## config.mk

```make
export PLATFORM = sky130hd
export DESIGN_NAME = fifo_sync_flags
export DESIGN_NICKNAME = d
export VERILOG_FILES = /design/src/rtl/fifo_sync_flags.sv
export SDC_FILE = /design/constraint.sdc
export NUM_CORES = 1
export LEC_CHECK = 0
export ABC_AREA = 1
export BUFFER_PORTS_ARGS = -buffer_cell sky130_fd_sc_hd__buf_2
export CAP_MARGIN = 20
export CORE_MARGIN = 10
export CORE_UTILIZATION = 50
export DETAILED_ROUTE_END_ITERATION = 12
export GPL_TIMING_DRIVEN = 0
export PLACE_DENSITY = 0.71
export SYNTH_ARGS = -nofsm -noshare
export SYNTH_HDL_FRONTEND = slang
export SYNTH_SLANG_ARGS = --single-unit
```

## constraint.sdc

```tcl
create_clock -name clk -period 3.01 [get_ports clk]
set_clock_uncertainty 0.15 [all_clocks]
set_input_delay 0.301 -clock clk [delete_from_list [all_inputs] [get_ports clk]]
set_output_delay 0.301 -clock clk [all_outputs]
set_load 0.02 [all_outputs]
```

## src/rtl/fifo_sync_flags.sv

```systemverilog
// Single-clock FIFO with occupancy count, almost-full/almost-empty thresholds and sticky error flags.
// Define FIFO_SYNC_FWFT_EN for first-word-fall-through read timing; standard registered read otherwise.
module fifo_sync_flags #(
  parameter int unsigned DATA_WIDTH    = 32,
  parameter int unsigned FIFO_DEPTH    = 8,
  parameter int unsigned AFULL_THRESH  = FIFO_DEPTH - 2,
  parameter int unsigned AEMPTY_THRESH = 2
) (
  input  logic                  clk,
  input  logic                  rst_n,
  input  logic                  cs,
  input  logic                  wr_en,
  input  logic                  rd_en,
  input  logic [DATA_WIDTH-1:0] data_in,
  input  logic                  clr_err,
  output logic [DATA_WIDTH-1:0] data_out,
  output logic                  rd_valid,
  output logic                  empty,
  output logic                  full,
  output logic                  almost_full,
  output logic                  almost_empty,
  output logic [$clog2(FIFO_DEPTH):0] count,
  output logic                  overflow,
  output logic                  underflow
);

  localparam int unsigned AW = $clog2(FIFO_DEPTH);
  localparam logic [AW:0] DepthCnt  = (AW+1)'(FIFO_DEPTH);
  localparam logic [AW:0] AFullThr  = (AW+1)'(AFULL_THRESH);
  localparam logic [AW:0] AEmptyThr = (AW+1)'(AEMPTY_THRESH);

  logic [DATA_WIDTH-1:0] mem [FIFO_DEPTH];
  logic [AW-1:0]         wr_ptr_q, rd_ptr_q;
  logic [AW:0]           count_q, count_d;
  logic                  overflow_q, underflow_q;
  logic                  rd_acc, wr_acc;

  assign empty        = (count_q == '0);
  assign full         = (count_q == DepthCnt);
  assign almost_full  = (count_q >= AFullThr);
  assign almost_empty = (count_q <= AEmptyThr);
  assign count        = count_q;
  assign overflow     = overflow_q;
  assign underflow    = underflow_q;

  // A write into a full FIFO is legal only when a read frees a slot in the same cycle.
  assign rd_acc = cs & rd_en & ~empty;
  assign wr_acc = cs & wr_en & (~full | rd_acc);

  always_comb begin
    count_d = count_q;
    unique case ({wr_acc, rd_acc})
      2'b10:   count_d = count_q + 1'b1;
      2'b01:   count_d = count_q - 1'b1;
      default: count_d = count_q;
    endcase
  end

  always_ff @(posedge clk) begin
    if (wr_acc) begin
      mem[wr_ptr_q] <= data_in;
    end
  end

  always_ff @(posedge clk or negedge rst_n) begin
    if (!rst_n) begin
      wr_ptr_q    <= '0;
      rd_ptr_q    <= '0;
      count_q     <= '0;
      overflow_q  <= 1'b0;
      underflow_q <= 1'b0;
    end else begin
      if (wr_acc) wr_ptr_q <= wr_ptr_q + 1'b1;
      if (rd_acc) rd_ptr_q <= rd_ptr_q + 1'b1;
      count_q <= count_d;
      // Setting wins over clearing in the same cycle.
      overflow_q  <= (cs & wr_en & ~wr_acc) | (overflow_q & ~clr_err);
      underflow_q <= (cs & rd_en & empty) | (underflow_q & ~clr_err);
    end
  end

`ifdef FIFO_SYNC_FWFT_EN
  assign data_out = empty ? '0 : mem[rd_ptr_q];
  assign rd_valid = ~empty;
`else
  logic [DATA_WIDTH-1:0] data_out_q;
  logic                  rd_valid_q;

  always_ff @(posedge clk or negedge rst_n) begin
    if (!rst_n) begin
      data_out_q <= '0;
      rd_valid_q <= 1'b0;
    end else begin
      rd_valid_q <= rd_acc;
      if (rd_acc) data_out_q <= mem[rd_ptr_q];
    end
  end

  assign data_out = data_out_q;
  assign rd_valid = rd_valid_q;
`endif

endmodule

```

==> flow_metrics.py, run 1 <==
metrics = {
    "clocking": {
        "cts_tree": "built",
        "cts_buffer_depth": 3,
        "cts_resized": 0,
        "insertion_delay_ns": 0.55,
        "cts_root_buf": "clkbuf_16",
        "htreeDepth": 1,
        "cts_sinks": 301,
        "clk_pin_slew_ns": 0.06,
        "cts_buffers": 30,
    },
    "sta": {
        "hold_violations": 0,
        "worst-slew-pin-transition_ns": 0.829,
        "relSlewSlack_pct": 44.8,
        "period_share_pct": 85.3,
        "fmax_ghz": 0.390,
        "min_period_ns": 2.57,
        "setup-tns-final_ns": 0,
        "finalMaxSlewViolations": 0,
        "setup_viol": 0,
        "rsz0062_at_grt": "no",
    },
    "cells_and_area": {
        "num-nets-final": 1185,
        "fin_cells": 1486,
        "final_common_cell": "edfxtp_1",
        "drive_gt1_share_pct": 15.0,
        "fill_cells": 1822,
        "area_growth_pct": 20.3,
        "final_cell_mix": "edfxtp_1 (256), nand2_1 (158), inv_1 (144)",
    },
    "grt": {
        "antenna_found_initial": 1,
        "grt_overflow": 0,
        "grt_pass1_vias": 8150,
        "grt_pass1_wl_um": 45900,
        "groute.usage.overall_pct": 19.1,
        "grt_max_degree": 29,
    },
    "logic_synthesis": {
        "seq_area_frac_synth_pct": 72.9,
        "syn-cell-area_um2": 12100,
        "synth-seq-cells": 301,
        "synth.net_count": 1027,
        "yosysTopAreaCellShare_pct": 63.6,
        "syn_area_per_cell_um2": 12.3,
        "yosys_warnings": 0,
        "synthTopCellsByArea": "edfxtp_1 (64%), dfrtp_1 (9.3%), nand2_1 (4.9%)",
        "synthCells": 984,
        "ys_types": 24,
        "synth_area_leader_cell": "edfxtp_1",
    },
    "critical_path": {
        "required_ns": 3.11,
        "critPathArrivalTime_ns": 2.67,
        "r2r-end": "mem[7][3]",
        "critPathMaxFanout": 18,
        "end_kind": "register",
        "worstSetupStartpointType": "register",
        "path_class": "reg -> reg",
        "rr_worst_depth": 8,
        "r2r_slack_ns": 0.44,
        "r2r_start": "count[3]",
    },
    "placement": {
        "io_buffers": 80,
        "hpwl_um": 18900,
        "gp_congestion": 0.821,
        "dp.cells": 1392,
    },
    "drt": {
        "wire_per_inst_um": 20.3,
        "drt_wl_total_um": 30200,
        "antenna_left": 0,
        "drt_iter0_drc": 755,
        "drc": 0,
        "viasPerCell": 5.48,
        "firstDrtPassIters": 5,
        "num_vias": 8142,
    },
    "pwr": {
        "ir_worst_vdd_uv": 528,
        "powerDensity_nw_per_um2": 929,
        "p_leak_nw": 5.79,
    },
    "floorplanning": {
        "core_area_um2": 23600,
        "rows": 56,
        "die_width_um": 175,
        "die_height_um": 175,
        "start_util_pct": 51.2,
        "pin_count": 81,
        "die-area_um2": 30800,
    },
    "run": {
        "drv_cap": 0,
    },
    "hold_path": {
        "hp-class": "in -> async",
    },
    "run_status": {
        "status": "finished, final reports clean",
    },
}
registers in the layout, indices dropped and copies added, names as in the netlist:
register and flops:
mem 256, data_out 32, count 4, rd_ptr_q 3
wr_ptr_q 3, overflow 1, rd_valid 1, underflow 1
power by group:
group	internal, mW	total (mW)	leakage, nW	switching, mW
Combinational	1.35	4.43	2.43	3.08
Clock	2.26	3.76	0.495	1.50
Sequential	5.08	5.31	2.87	0.228
cell type report:
| class | instances | area [um2] | area share (%) |
|---|---|---|---|
| Sequential cell | 301 | 8810 | 60.6 |
| Multi-Input combinational cell | 482 | 2490 | 17.1 |
| Timing Repair Buffer | 126 | 981 | 6.75 |
| Clock buffer | 45 | 878 | 6.04 |
| Inverter | 145 | 544 | 3.74 |
| Tap cell | 319 | 399 | 2.75 |
| Buffer | 56 | 293 | 2.01 |
| Clock inverter | 11 | 130 | 0.895 |
| Antenna cell | 1 | 2.50 | 0.0172 |
Yosys cell counts (all sizes together):
master  count
edfxtp    256
nand2     158
inv       145
nand3     101
o21ai      69
a21oi      66
o211ai     64
dfrtp      45
buf        35
clkbuf     21
nor2       11
ha          4
xor2        3
o22ai       2
fa          1
nor4        1
or2         1
xnor2       1
kinds of logic (layout without fill, tap and decap cells):
logic type / Yosys count / count (layout) / synth area share (%)
AND/OR/NAND/NOR: 272 / 272 / 9.56
XOR/XNOR: 4 / 4 / 0.290
AO/OA/AOI/OAI: 201 / 201 / 9.70
other: 0 / 1 / 0
flip-flops: 301 / 301 / 72.9
buffers and inverters: 201 / 383 / 6.93
adder cells (fa/ha/maj): 5 / 5 / 0.580
how the worst max path moves through the flow:
stage                  start    endpoint  slack [ns]  depth (start not counted)
floorplan           count[3]   mem[0][0]       -0.05                          6
global placement    count[3]  mem[6][11]       -1.37                          6
detailed placement  count[3]  mem[7][11]        0.45                          8
CTS                 count[3]   mem[7][3]        0.44                          8
global route        count[3]   mem[7][1]        0.27                          8
finish              count[3]   mem[7][3]        0.44                          8
repair_timing:
action	in CTS	in global routing
hold buffers	37	0
endpoints found under the hold margin	303	0
setup buffers	0	0
per-stage QoR:
stage | util [%] | instance area [um2] | hold WS [ns] | power (mW) | worst slack [ns]
after floorplan | - | 12100 | -0.145 | 8.08 | -0.0503
after global placement | 54.6 | 12900 | 0.308 | 9.52 | -1.37
after detailed placement | 55.7 | 13200 | 0.134 | 9.73 | 0.451
after CTS | 61.5 | 14500 | 0.0702 | 13.5 | 0.436
after global routing | 61.6 | 14500 | 0.117 | 14.1 | 0.272
final | 61.6 | 14500 | 0.0903 | 13.5 | 0.443
critical path: stages, from the launching register on:
cell     delay, ns
dfrtp_1       0.41
inv_1         0.13
nor2_1        0.05
nand3_1       0.12
nand2_1       0.11
inv_1         0.15
nand2_1       0.26
nor2_4        0.63
buf_16        0.25
metal layers:
metal	vias up	part of all wire [%]	global-route usage (%)
li1	3753	-	-
met1	3939	40	24.7
met2	379	48	31.7
met3	71	8.3	3.30
met4	0	2.9	7.38
met5	-	0	0
(Power assumes the default switching activity.)
==> run 2: changes to the inputs <==
--- a/config.mk
+++ b/config.mk
@@ -5,11 +5,11 @@
 export SDC_FILE = /design/constraint.sdc
 export NUM_CORES = 1
 export LEC_CHECK = 0
-export ABC_AREA = 1
 export BUFFER_PORTS_ARGS = -buffer_cell sky130_fd_sc_hd__buf_2
 export CAP_MARGIN = 20
 export CORE_MARGIN = 10
 export CORE_UTILIZATION = 50
+export CTS_BUF_LIST = sky130_fd_sc_hd__clkbuf_4 sky130_fd_sc_hd__clkbuf_8
 export DETAILED_ROUTE_END_ITERATION = 12
 export GPL_TIMING_DRIVEN = 0
 export PLACE_DENSITY = 0.71
==> flow_metrics.py, run 2 <==
metrics = {
    "grt": {
        "grt_use_met1_pct": 22.4,
        "groute.usage.overall_pct": 16.8,
        "grt_overflow": 0,
        "grt.busiest_layer": "met2",
        "grt_pass1_vias": 6411,
        "use_met2_pct": 27.2,
        "grt_max_degree": 31,
        "use_met3_pct": 4.06,
        "antenna_found_initial": 0,
        "grt_pass1_wl_um": 37100,
    },
    "logic_synthesis": {
        "synth_xor_area_share_pct": 0.534,
        "yosys_warnings": 0,
        "synthTopCellsByArea": "edfxtp_1 (67%), mux4_2 (13%), dfrtp_1 (9.8%)",
        "synth_compound_area_share_pct": 2.24,
        "yosys.cell_count.top_type": "edfxtp_1",
        "synth-simple-area-share_pct": 2.88,
        "synth_edf_count": 256,
        "seq_area_frac_synth_pct": 76.7,
        "synthCells": 562,
        "netlist_top_cells_count": "edfxtp_1 (256), mux4_2 (64), nand2_1 (47), dfrtp_1 (45), mux2i_1 (32)",
        "ys_async_sr_fraction_pct": 15.0,
        "synthFlopType": "edfxtp_1",
        "syn-cell-area_um2": 11500,
        "syn_area_per_cell_um2": 20.4,
        "synth-seq-cells": 301,
        "yosysTopAreaCellShare_pct": 66.9,
        "ys_types": 38,
        "synth_area_leader_cell": "edfxtp_1",
        "synth_top_family_by_area": "multiplexers",
        "synth.net_count": 605,
        "yosys-mux-area-fraction_pct": 15.4,
        "synthAdderAreaFrac_pct": 0.610,
    },
    "pwr": {
        "p_leak_nw": 5.02,
        "swShare_pct": 30.6,
        "clkPwrFrac_pct": 27.1,
        "switching_power_mw": 3.75,
        "powerDensity_nw_per_um2": 876,
        "total_power_mw": 12.3,
        "p_comb_share_pct": 29.4,
        "seq_power_share_pct": 43.6,
        "p_int_mw": 8.52,
        "ir_worst_vdd_uv": 497,
    },
    "drt": {
        "wire_per_inst_um": 22.4,
        "antenna_left": 0,
        "drc": 0,
        "firstDrtPassIters": 4,
        "viasPerCell": 5.55,
        "drt_iter0_drc": 520,
        "drt_wl_total_um": 24000,
        "num_vias": 5950,
    },
    "placement": {
        "io_buffers": 79,
        "dpl-instance-area_um2": 12700,
        "hpwl_um": 15700,
        "dp.cells": 945,
        "gp_congestion": 0.781,
    },
    "clocking": {
        "cts_buffers": 47,
        "cts_root_buf": "clkbuf_8",
        "insertion_delay_ns": 0.55,
        "htreeDepth": 2,
        "cts_buffer_depth": 3,
        "cts_tree": "built",
        "clk_pin_slew_ns": 0.06,
        "cts_sinks": 301,
    },
    "critical_path": {
        "path_cells": "or4_4, nand3_4, inv_2, nand2_2, inv_1, ha_2, nand3_1, a21oi_2, nor3_1, or3b_2",
        "slowest_delay_ns": 0.58,
        "critPathMaxFanout": 8,
        "crit_path_top_delay_cell": "or4_4",
        "required_ns": 3.28,
        "worstSetupStartpointType": "register",
        "end_kind": "register",
        "critPathArrivalTime_ns": 3.18,
        "path_class": "reg -> reg",
    },
    "run": {
        "drv_cap": 0,
    },
    "floorplanning": {
        "start_util_pct": 50.7,
        "die_height_um": 172,
        "die_width_um": 172,
        "rows": 55,
        "die-area_um2": 29400,
        "core_area_um2": 22600,
        "pin_count": 81,
    },
    "sta": {
        "relSlewSlack_pct": 38.5,
        "worst-slew-pin-transition_ns": 0.923,
        "fmax_ghz": 0.344,
        "rsz0062_at_grt": "yes",
        "min_period_ns": 2.91,
        "hold_violations": 0,
        "period_share_pct": 96.7,
        "hold_slack_ns": 0.0636,
        "finalMaxSlewViolations": 0,
        "setup_viol": 0,
    },
    "cells_and_area": {
        "fin_cells": 1072,
        "area_growth_pct": 22.0,
        "drive_gt1_share_pct": 35.7,
        "final_cell_mix": "edfxtp_1 (256), buf_2 (87), mux4_2 (64)",
        "stdcell_area_um2": 14000,
        "num-nets-final": 791,
        "largest_register_ffs": 256,
        "antennaDiodeCount": 0,
        "final_common_cell": "edfxtp_1",
        "largest_register": "mem",
        "final_util_pct": 61.9,
    },
    "hold_path": {
        "hp-class": "in -> reg",
    },
    "run_status": {
        "status": "finished, final reports clean",
    },
}
[run 2: changes by cell type in the layout (fill, tap and decap cells not counted), sizes merged, moves of 32 or more]
cell	delta
nand2	-111
a21oi	-62
mux2i	+32
o211ai	-64
nand3	-96
o21ai	-34
inv	-136
mux4	+64
[run 2: power groups by stage]
stage / clock, mW / combinational (mW) / sequential (mW)
2_1_floorplan: 0 / 2.19 / 5.66
3_3_place_gp: 0 / 3.44 / 5.40
3_5_place_dp: 0 / 3.63 / 5.43
4_1_cts: 3.40 / 3.68 / 5.35
5_1_grt: 3.61 / 3.94 / 5.40
6_report: 3.32 / 3.61 / 5.34
[run 2: through the flow]
stage,TNS (ns),worst slack (ns)
2_1_floorplan,-24.17,-0.411
3_3_place_gp,-264.08,-2.29
3_5_place_dp,-1.62,-0.165
4_1_cts,0,0.0126
5_1_grt,-0.0150,-0.0150
6_report,0,0.0994
[run 2: layer usage]
| metal | share of wire, % | vias up | wire (um) |
|---|---|---|---|
| li1 | - | 2645 | - |
| met1 | 43 | 3084 | 10300 |
| met2 | 49 | 190 | 11700 |
| met3 | 6.8 | 31 | 1620 |
| met4 | 1.3 | 0 | 319 |
| met5 | 0 | - | 0 |
[run 2: repair_timing]
action / CTS / global route
cloned: 0 / 0
pin swaps: 2 / 3
hold endpoints to repair: 304 / 0
endpoints found under the setup margin: 17 / 5
gates resized for setup: 4 / 5
setup buffers: 2 / 1
hold buffers: 36 / 0
[run 2: kinds of logic (layout without fill, tap and decap cells)]
kind of cell / Yosys count / after routing
flip-flops: 301 / 301
AND/OR/NAND/NOR: 68 / 68
multiplexers: 97 / 97
AO/OA/AOI/OAI: 47 / 47
XOR/XNOR: 7 / 7
buffers and inverters: 37 / 262
adder cells (fa/ha/maj): 5 / 5
[run 2: critical path, delay by kind of cell (launching register included)]
kind	cells	cell delay, ns
AND/OR/NAND/NOR	6	1.45
flip-flops	1	0.47
AO/OA/AOI/OAI	1	0.18
adder cells (fa/ha/maj)	1	0.39
buffers and inverters	2	0.14
[run 2: area by class of cell]
class                           count  area, um2
Sequential cell                   301       8810
Timing Repair Buffer              137       1100
Tap cell                          285        357
Buffer                             29        149
Fill cell                        1585       8630
Inverter                            8       30.0
Clock inverter                     17       81.3
Clock buffer                       71        858
Multi-Input combinational cell    224       2610
[run 2: worst paths after layout]
check,start,end,slack [ns],depth (start not counted)
min in group asynchronous,rst_n,data_out[26],0.09,2
worst min-delay path,wr_en,overflow,0.06,3
worst max-delay path,count[2],count[3],0.1,10
max in group asynchronous,rst_n,data_out[8],2.04,3
worst max register to register,count[2],count[3],0.1,10
worst min register to register,data_out[27],data_out[27],0.32,2
